--- config.mk ---
export PLATFORM = sky130hd
export DESIGN_NAME = rr_grant_arbiter
export DESIGN_NICKNAME = d
export VERILOG_FILES = /design/src/rtl/rr_grant_arbiter.sv
export SDC_FILE = /design/constraint.sdc
export NUM_CORES = 1
export LEC_CHECK = 0
export CELL_PAD_IN_SITES_DETAIL_PLACEMENT = 1
export CELL_PAD_IN_SITES_GLOBAL_PLACEMENT = 2
export CORE_MARGIN = 4
export CORE_UTILIZATION = 34
export CTS_CLUSTER_SIZE = 12
export DETAILED_ROUTE_END_ITERATION = 16
export HOLD_SLACK_MARGIN = 0.12
export PLACE_DENSITY = 0.92
export SLEW_MARGIN = 20
export SYNTH_ARGS = -nofsm -noshare
export SYNTH_HDL_FRONTEND = slang
export SYNTH_SLANG_ARGS = --single-unit
export TNS_END_PERCENT = 100
--- constraint.sdc ---
create_clock -name clk_i -period 5.4 [get_ports clk_i]
set_input_delay 0.54 -clock clk_i [delete_from_list [all_inputs] [get_ports clk_i]]
set_output_delay 0.54 -clock clk_i [all_outputs]
set_load 0.01 [all_outputs]
--- src/rtl/rr_grant_arbiter.sv ---
// rtl/rr_grant_arbiter.sv - round-robin arbiter with hold budget for one shared datapath
module rr_grant_arbiter #(
    parameter int N_REQ    = 4,
    parameter int MAX_HOLD = 16,
    parameter int IDX_W    = $clog2(N_REQ)
) (
    input  logic             clk_i,
    input  logic             arst_i,
    input  logic [N_REQ-1:0] req_i,
    input  logic             done_i,
    output logic [N_REQ-1:0] grant_o,
    output logic [IDX_W-1:0] grant_idx_o,
    output logic             grant_val_o,
    output logic             preempt_o
);

    localparam int HC_W = $clog2(MAX_HOLD + 2);

    typedef enum logic {
        IDLE,
        BUSY
    } state_t;

    state_t           state, state_nxt;
    logic [IDX_W-1:0] ptr, ptr_nxt;
    logic [HC_W-1:0]  hold_cnt, hold_nxt;
    logic [N_REQ-1:0] grant_nxt;
    logic [IDX_W-1:0] idx_nxt;
    logic             preempt_nxt;

    logic [IDX_W-1:0] owner_inc;
    logic [IDX_W-1:0] arb_ptr;
    logic [N_REQ-1:0] masked;
    logic [N_REQ-1:0] pick;
    logic [N_REQ-1:0] win_oh;
    logic [IDX_W-1:0] win_idx;
    logic             owner_req;
    logic             budget_hit;
    logic             release_now;

    assign owner_inc   = (grant_idx_o == IDX_W'(N_REQ - 1)) ? '0 : grant_idx_o + IDX_W'(1);
    assign owner_req   = req_i[grant_idx_o];
    assign budget_hit  = (MAX_HOLD != 0) && (hold_cnt == HC_W'(MAX_HOLD));
    assign release_now = (state == BUSY) && (done_i || !owner_req || budget_hit);

    // On a release edge the rotated pointer is used immediately so the grant can hand over with no idle gap.
    assign arb_ptr = release_now ? owner_inc : ptr;
    assign masked  = req_i & ({N_REQ{1'b1}} << arb_ptr);
    assign pick    = (|masked) ? masked : req_i;
    assign win_oh  = pick & ~(pick - N_REQ'(1));

    always_comb begin
        win_idx = '0;
        for (int i = 0; i < N_REQ; i++) begin
            if (win_oh[i]) begin
                win_idx = IDX_W'(i);
            end
        end
    end

    always_comb begin
        state_nxt   = state;
        ptr_nxt     = ptr;
        hold_nxt    = hold_cnt;
        grant_nxt   = grant_o;
        idx_nxt     = grant_idx_o;
        preempt_nxt = 1'b0;
        case (state)
            IDLE: begin
                if (|req_i) begin
                    grant_nxt = win_oh;
                    idx_nxt   = win_idx;
                    hold_nxt  = HC_W'(1);
                    state_nxt = BUSY;
                end
            end
            BUSY: begin
                if (release_now) begin
                    ptr_nxt     = owner_inc;
                    preempt_nxt = budget_hit && !done_i && owner_req;
                    if (|req_i) begin
                        grant_nxt = win_oh;
                        idx_nxt   = win_idx;
                        hold_nxt  = HC_W'(1);
                    end else begin
                        grant_nxt = '0;
                        state_nxt = IDLE;
                    end
                end else if (MAX_HOLD != 0) begin
                    hold_nxt = hold_cnt + HC_W'(1);
                end
            end
            default: begin
                state_nxt = IDLE;
                grant_nxt = '0;
            end
        endcase
    end

    always_ff @(posedge clk_i or posedge arst_i) begin
        if (arst_i) begin
            state       <= IDLE;
            ptr         <= '0;
            hold_cnt    <= '0;
            grant_o     <= '0;
            grant_idx_o <= '0;
            preempt_o   <= 1'b0;
        end else begin
            state       <= state_nxt;
            ptr         <= ptr_nxt;
            hold_cnt    <= hold_nxt;
            grant_o     <= grant_nxt;
            grant_idx_o <= idx_nxt;
            preempt_o   <= preempt_nxt;
        end
    end

    assign grant_val_o = |grant_o;

endmodule

==> results of run 1 <==
## power breakdown
group | total [mW] | switching [mW] | leakage (nW) | internal, mW
Clock | 0.0648 | 0.0362 | 0.0150 | 0.0286
Combinational | 0.277 | 0.143 | 0.237 | 0.134
Sequential | 0.184 | 0.0363 | 0.188 | 0.148
## worst max-delay path by stage
stage	start	endpoint	slack (ns)	cells past startpoint
global route	req_i[3]	grant_o[1]	2.54	8
global placement	req_i[3]	grant_o[1]	2.55	8
detailed placement	req_i[3]	grant_idx_o[0]	2.43	8
CTS	req_i[3]	grant_idx_o[0]	2.73	8
floorplan	done_i	grant_idx_o[0]	3.18	7
finish	req_i[3]	grant_idx_o[0]	2.75	8
## state kept, by name (all words and copies together) (netlist names)
| name | count |
|---|---|
| state | 1 |
| hold_cnt | 5 |
| grant_idx_o | 2 |
| preempt_o | 1 |
| ptr | 2 |
| grant_o | 4 |
## cell usage after synthesis, drive strengths merged
| library cell | instances | share of area (%) |
|---|---|---|
| nor2 | 4 | 1.8 |
| o31a | 1 | 1.0 |
| and2 | 2 | 1.5 |
| dfrtp | 15 | 45 |
| inv | 6 | 2.7 |
| and3 | 1 | 0.89 |
| or2b | 1 | 0.89 |
| ha | 3 | 4.5 |
| nand2 | 12 | 5.3 |
| a21oi | 3 | 1.8 |
| buf | 1 | 1.3 |
| a41o | 1 | 1.2 |
| mux2i | 4 | 6.7 |
| nor4 | 1 | 0.74 |
| nand3 | 3 | 1.8 |
| o21a | 2 | 1.8 |
| o2111ai | 1 | 1.0 |
| o22ai | 2 | 2.2 |
| xor2 | 1 | 1.0 |
| o31ai | 4 | 3.6 |
| o21ai | 9 | 5.3 |
| nand4bb | 1 | 1.3 |
| nor3 | 2 | 1.8 |
| o311ai | 1 | 1.0 |
| or2 | 1 | 0.74 |
| or4 | 1 | 0.89 |
| a21bo | 1 | 1.9 |
| nor2b | 1 | 0.74 |
## stage by stage
stage	hold WS [ns]	util [%]
2_1_floorplan	0.441	-
3_3_place_gp	0.490	44.3
3_5_place_dp	0.505	44.3
4_1_cts	0.523	45.4
5_1_grt	0.563	45.4
6_report	0.517	45.4
## layer usage
metal  part of all wire (%)  track usage, %  up-vias
met5                      0               0        -
met4                   0.70            4.97        0
li1                       -               -      344
met3                    4.6            3.79        2
met1                     50            19.5      337
met2                     45            19.8       13
## worst max-delay path: cells and delay by family
kind,cells,cell delay (ns)
buf+inv,1,0.63
mux,2,0.52
simple gates,1,0.10
compound gates,4,1.04
## cells by family (layout without fill, tap and decap cells)
kind of cell / count (synthesis) / after routing / share of synthesized area, %
adder cells (fa/ha/maj): 3 / 3 / 4.45
multiplexers: 4 / 4 / 6.68
flip-flops: 15 / 15 / 44.5
buffers and inverters: 7 / 24 / 4.01
XOR/XNOR: 1 / 1 / 1.04
AND/OR/NAND/NOR: 30 / 30 / 18.4
AO/OA/AOI/OAI: 25 / 25 / 20.9
## cell type report
type | count | area (µm²) | area share, %
inverter | 6 | 22.5 | 2.18
timing repair buffer | 14 | 140 | 13.6
multi-input combinational | 63 | 434 | 42.0
sequential | 15 | 375 | 36.3
tap | 28 | 35.0 | 3.39
clock buffer | 4 | 26.3 | 2.54
==> flow_metrics.env, run 1 <==
export IMPL_yosys_warnings=0
export IMPL_place_gp_congestion=0.814
export IMPL_grt_pass1_vias=760
export IMPL_htreeDepth=1
export IMPL_dp_hpwl_mm=1.55
export IMPL_cts_max_path_buffers=2
export IMPL_cp_slowest_stage_delay_ns=0.63
export IMPL_clk_insertion_delay_late_ns=0.28
export IMPL_start_util_pct=37.1
export IMPL_cts_resized=0
export IMPL_fin_crit_ns=2.65
export IMPL_cts_clk_slew_worst_paths_ns=0.10
export IMPL_stdcell_count=130
export IMPL_finalCritPeriodShare_pct=49.1
export IMPL_syn_area_per_cell_um2=9.92
export IMPL_grt_pass1_wl_mm=3.51
export IMPL_setup_viol=0
export IMPL_core_area_um2=2280
export IMPL_endpoint_kind="register"
export IMPL_finalHoldViolations=0
export IMPL_syn_nets=95
export IMPL_post_drt_wl_per_cell_um=15.4
export IMPL_max_cap_violations=0
export IMPL_worst_slack_ns=2.75
export IMPL_fin_nets=113
export IMPL_finalClockSkew_ns=0.00913
export IMPL_layout_drive_gt1_share_pct=9.80
export IMPL_totalPowerFinal_uw=526
export IMPL_slew_violations=0
export IMPL_fillerInstances=261
export IMPL_maxSlewHeadroom_pct=60.8
export IMPL_io_pins=15
export IMPL_grt_max_degree=16
export IMPL_setup_tns_final_ns=0
export IMPL_hold_path_cell_count=1
export IMPL_ys_seq_area_share_pct=44.5
export IMPL_worst_pin_slew_ns=0.587
export IMPL_first_iter_violations=4
export IMPL_die_width_um=57.8
export IMPL_synth_seq_cells=15
export IMPL_area_delta_synth_final_pct=22.6
export IMPL_startpoint_type="primary input"
export IMPL_dp_cells=126
export IMPL_path_max_fanout=8
export IMPL_die_h_um=57.8
export IMPL_r2r_end="grant_idx_o[0]"
export IMPL_status="completed"
export IMPL_grt_overflow=0
export IMPL_mostFrequentLayoutCells="dfrtp_1, clkdlybuf4s50_1, nand2_1, o21ai_0, inv_1"
export IMPL_ff2ff_setup_slack_ns=3.06
export IMPL_rsz0062_at_grt="false"
export IMPL_place_area_um2=1010
export IMPL_critPathSlowestCell="clkdlybuf4s50_1"
export IMPL_wirelength_mm=2.00
export IMPL_numCtsBuffers=3
export IMPL_postRouteAntennaNets=0
export IMPL_ff2ff_path_depth=7
export IMPL_cts_root_buf="clkbuf_4"
export IMPL_cts_sink_count=15
export IMPL_track_usage_pct=13.7
export IMPL_num_vias=696
export IMPL_viasPerCell=5.35
export IMPL_holdBufCountCts=0
export IMPL_synthDistinctLibCells=32
export IMPL_io_buffers=14
export IMPL_layout_commonest_cell="dfrtp_1"
export IMPL_arrival_ns=2.84
export IMPL_drc_errors=0
export IMPL_path_cells="clkdlybuf4s50_1 -> mux2i_1 -> o22ai_2 -> a21bo_4 -> mux2i_2 -> nor3_2 -> o31a_1 -> o311ai_1"
export IMPL_fmax_mhz=377
export IMPL_p_leak_nw=0.440
export IMPL_dr_pass1_iters=4
export IMPL_diodes=0
export IMPL_worstSetupPathType="in -> reg"
export IMPL_antenna_found_initial=0
export IMPL_hold_class="reg -> reg"
export IMPL_ir_worst_vdd_uv=285
export IMPL_rows=17
export IMPL_dp_slack_ns=2.43
export IMPL_finalInstanceArea_um2=1030
export IMPL_worstPathRequired_ns=5.58
export IMPL_cts_setup_buffers=0
export IMPL_syn_area_um2=843
export IMPL_p_per_area_nw_per_um2=509
export IMPL_min_to="hold_cnt[3]"
export IMPL_timing_rr_start="grant_idx_o[1]"
export IMPL_syn_inst=85
export IMPL_hold_start="hold_cnt[3]"
export IMPL_die_area_um2=3340
export IMPL_cts_tree="yes"
(Power assumes the default switching activity.)
==> run 2: changes to the inputs <==
--- a/config.mk
+++ b/config.mk
@@ -8,11 +8,11 @@
 export CELL_PAD_IN_SITES_DETAIL_PLACEMENT = 1
 export CELL_PAD_IN_SITES_GLOBAL_PLACEMENT = 2
 export CORE_MARGIN = 4
-export CORE_UTILIZATION = 34
+export CORE_UTILIZATION = 28
 export CTS_CLUSTER_SIZE = 12
 export DETAILED_ROUTE_END_ITERATION = 16
 export HOLD_SLACK_MARGIN = 0.12
-export PLACE_DENSITY = 0.92
+export PLACE_DENSITY = 0.82
 export SLEW_MARGIN = 20
 export SYNTH_ARGS = -nofsm -noshare
 export SYNTH_HDL_FRONTEND = slang
==> constraint.sdc (replaced) <==
create_clock -name clk_i -period 2.2 [get_ports clk_i]
set_input_delay 0.22 -clock clk_i [delete_from_list [all_inputs] [get_ports clk_i]]
set_output_delay 0.22 -clock clk_i [all_outputs]
set_load 0.01 [all_outputs]
==> flow_metrics.env, run 2 (synthesis results as in run 1) <==
export IMPL_finalCritPeriodShare_pct=95.7
export IMPL_numCtsBuffers=3
export IMPL_worst_pin_slew_ns=0.620
export IMPL_post_drt_wl_per_cell_um=15.3
export IMPL_cp_slowest_stage_delay_ns=0.43
export IMPL_drc_errors=0
export IMPL_grt_max_degree=16
export IMPL_worstSetupPathType="reg -> reg"
export IMPL_cts_tree="yes"
export IMPL_core_area_um2=2830
export IMPL_rsz0062_at_grt="true"
export IMPL_path_cells="or2_2 -> o22ai_2 -> a21bo_4 -> mux2i_4 -> buf_4 -> inv_1 -> o2111ai_2 -> o311ai_2"
export IMPL_die_width_um=62.9
export IMPL_antenna_found_initial=0
export IMPL_htreeDepth=1
export IMPL_finalHoldViolations=0
export IMPL_worstPathRequired_ns=2.38
export IMPL_hold_class="in -> async"
export IMPL_cts_clk_slew_worst_paths_ns=0.10
export IMPL_p_per_area_nw_per_um2=1300
export IMPL_dr_pass1_iters=3
export IMPL_die_h_um=62.9
export IMPL_fin_crit_ns=2.11
export IMPL_track_usage_pct=12.7
export IMPL_cts_root_buf="clkbuf_4"
export IMPL_worst_slack_ns=0.0943
export IMPL_layout_commonest_cell="buf_4"
export IMPL_ir_worst_vdd_uv=631
export IMPL_grt_overflow=0
export IMPL_arrival_ns=2.28
export IMPL_endpoint_kind="register"
export IMPL_startpoint_type="register"
export IMPL_maxSlewHeadroom_pct=58.6
export IMPL_mostFrequentLayoutCells="buf_4, dfrtp_1, clkdlybuf4s50_1, nand2_1, o21ai_0"
export IMPL_finalClockSkew_ns=0.00957
export IMPL_area_delta_synth_final_pct=43.8
export IMPL_path_max_fanout=6
export IMPL_largest_reg_flops=5
export IMPL_io_pins=15
export IMPL_dp_hpwl_mm=1.74
export IMPL_die_area_um2=3950
export IMPL_multiInputGateArea_um2=474
export IMPL_first_iter_violations=14
export IMPL_wirelength_mm=2.32
export IMPL_viasPerCell=5.03
export IMPL_fin_nets=131
export IMPL_timing_rr_start="grant_idx_o[1]"
export IMPL_crit_start="grant_idx_o[1]"
export IMPL_layout_drive_gt1_share_pct=29.2
export IMPL_seq_area_um2=375
export IMPL_clk_insertion_delay_late_ns=0.30
export IMPL_utilization_pct=42.9
export IMPL_critPathSlowestCell="dfrtp_1"
export IMPL_fmax_mhz=475
export IMPL_start_util_pct=29.8
export IMPL_postRouteAntennaNets=0
export IMPL_ff2ff_path_depth=8
export IMPL_dp_slack_ns=-0.207
export IMPL_grt_pass1_vias=811
export IMPL_cts_max_path_buffers=2
export IMPL_holdBufCountCts=0
export IMPL_regMostFlops="hold_cnt"
export IMPL_diodes=0
export IMPL_num_vias=760
export IMPL_max_cap_violations=0
export IMPL_status="completed"
export IMPL_grt_pass1_wl_mm=3.93
export IMPL_setup_viol=0
export IMPL_rows=19
export IMPL_fillerInstances=331
export IMPL_io_buffers=14
export IMPL_p_leak_nw=0.533
export IMPL_top_regs="hold_cnt x5, grant_o x4"
export IMPL_slew_violations=0
export IMPL_place_gp_congestion=0.851
export IMPL_cts_sink_count=15
## run 2: changes by cell type in the layout (fill, tap and decap cells not counted), sizes merged
cell,delta
buf,+18
## run 2: final cells by class
cell class / instances / share of cell area [%]
repair buffers: 32 / 22.7
clock buffers: 4 / 2.17
inverters: 6 / 1.86
well taps: 31 / 3.20
flip-flops and latches: 15 / 31.0
multi-input cells: 63 / 39.1
## run 2: critical path, delay by kind of cell, from the launching register on
kind	cells	cell delay, ns
AOI/OAI and AO/OA	4	0.72
buffers and inverters	2	0.25
and+or+nand+nor	1	0.32
muxes	1	0.26
DFF	1	0.43
## run 2: final timing paths
kind,to,slack [ns]
worst max-delay path,grant_idx_o[0],0.09
worst min-delay path,grant_idx_o[0],0.28
worst max register to register,grant_idx_o[0],0.09
worst min register to register,grant_o[0],0.52
max in group asynchronous,grant_o[0],1.51
min in group clk_i,grant_o[0],0.52
## run 2: through the flow
stage               total power [mW]  instance area (µm²)  setup TNS [ns]  hold WS (ns)  std cells
CTS                             1.50                 1170               0         0.326        149
floorplan                      0.897                  843               0         0.121         85
detailed placement              1.30                 1130          -0.734         0.506        145
global route                    1.68                 1210         -0.0302         0.359        151
finish                          1.57                 1210               0         0.284        151
global placement                1.27                 1130          -0.314         0.486        145
## run 2: power breakdown
part	switching [mW]	internal (mW)	total [mW]	leakage, nW
sequential	0.0777	0.363	0.441	0.188
combinational	0.449	0.509	0.958	0.330
clock	0.102	0.0707	0.173	0.0150
total	0.629	0.943	1.57	0.533
## run 2: timing repair
item,in CTS,in global routing
setup endpoints to repair,1,5
gates resized for setup,1,8
pin swaps,0,3
buffers inserted,0,2
## run 2: metal layers
layer	part of all wire, %	track usage [%]	wire length (µm)
met4	2.4	6.61	55
met5	0	0	0
met2	45	18.8	1050
met1	50	17.8	1160
met3	2.1	1.80	48
==> run 3: changes to the inputs <==
--- a/config.mk
+++ b/config.mk
@@ -5,11 +5,11 @@
 export SDC_FILE = /design/constraint.sdc
 export NUM_CORES = 1
 export LEC_CHECK = 0
+export CAP_MARGIN = 20
 export CELL_PAD_IN_SITES_DETAIL_PLACEMENT = 1
 export CELL_PAD_IN_SITES_GLOBAL_PLACEMENT = 2
 export CORE_MARGIN = 4
 export CORE_UTILIZATION = 28
-export CTS_CLUSTER_SIZE = 12
 export DETAILED_ROUTE_END_ITERATION = 16
 export HOLD_SLACK_MARGIN = 0.12
 export PLACE_DENSITY = 0.82
==> results of run 3 <==
No change in the layout: final DEF, timing and power equal those of run 2.
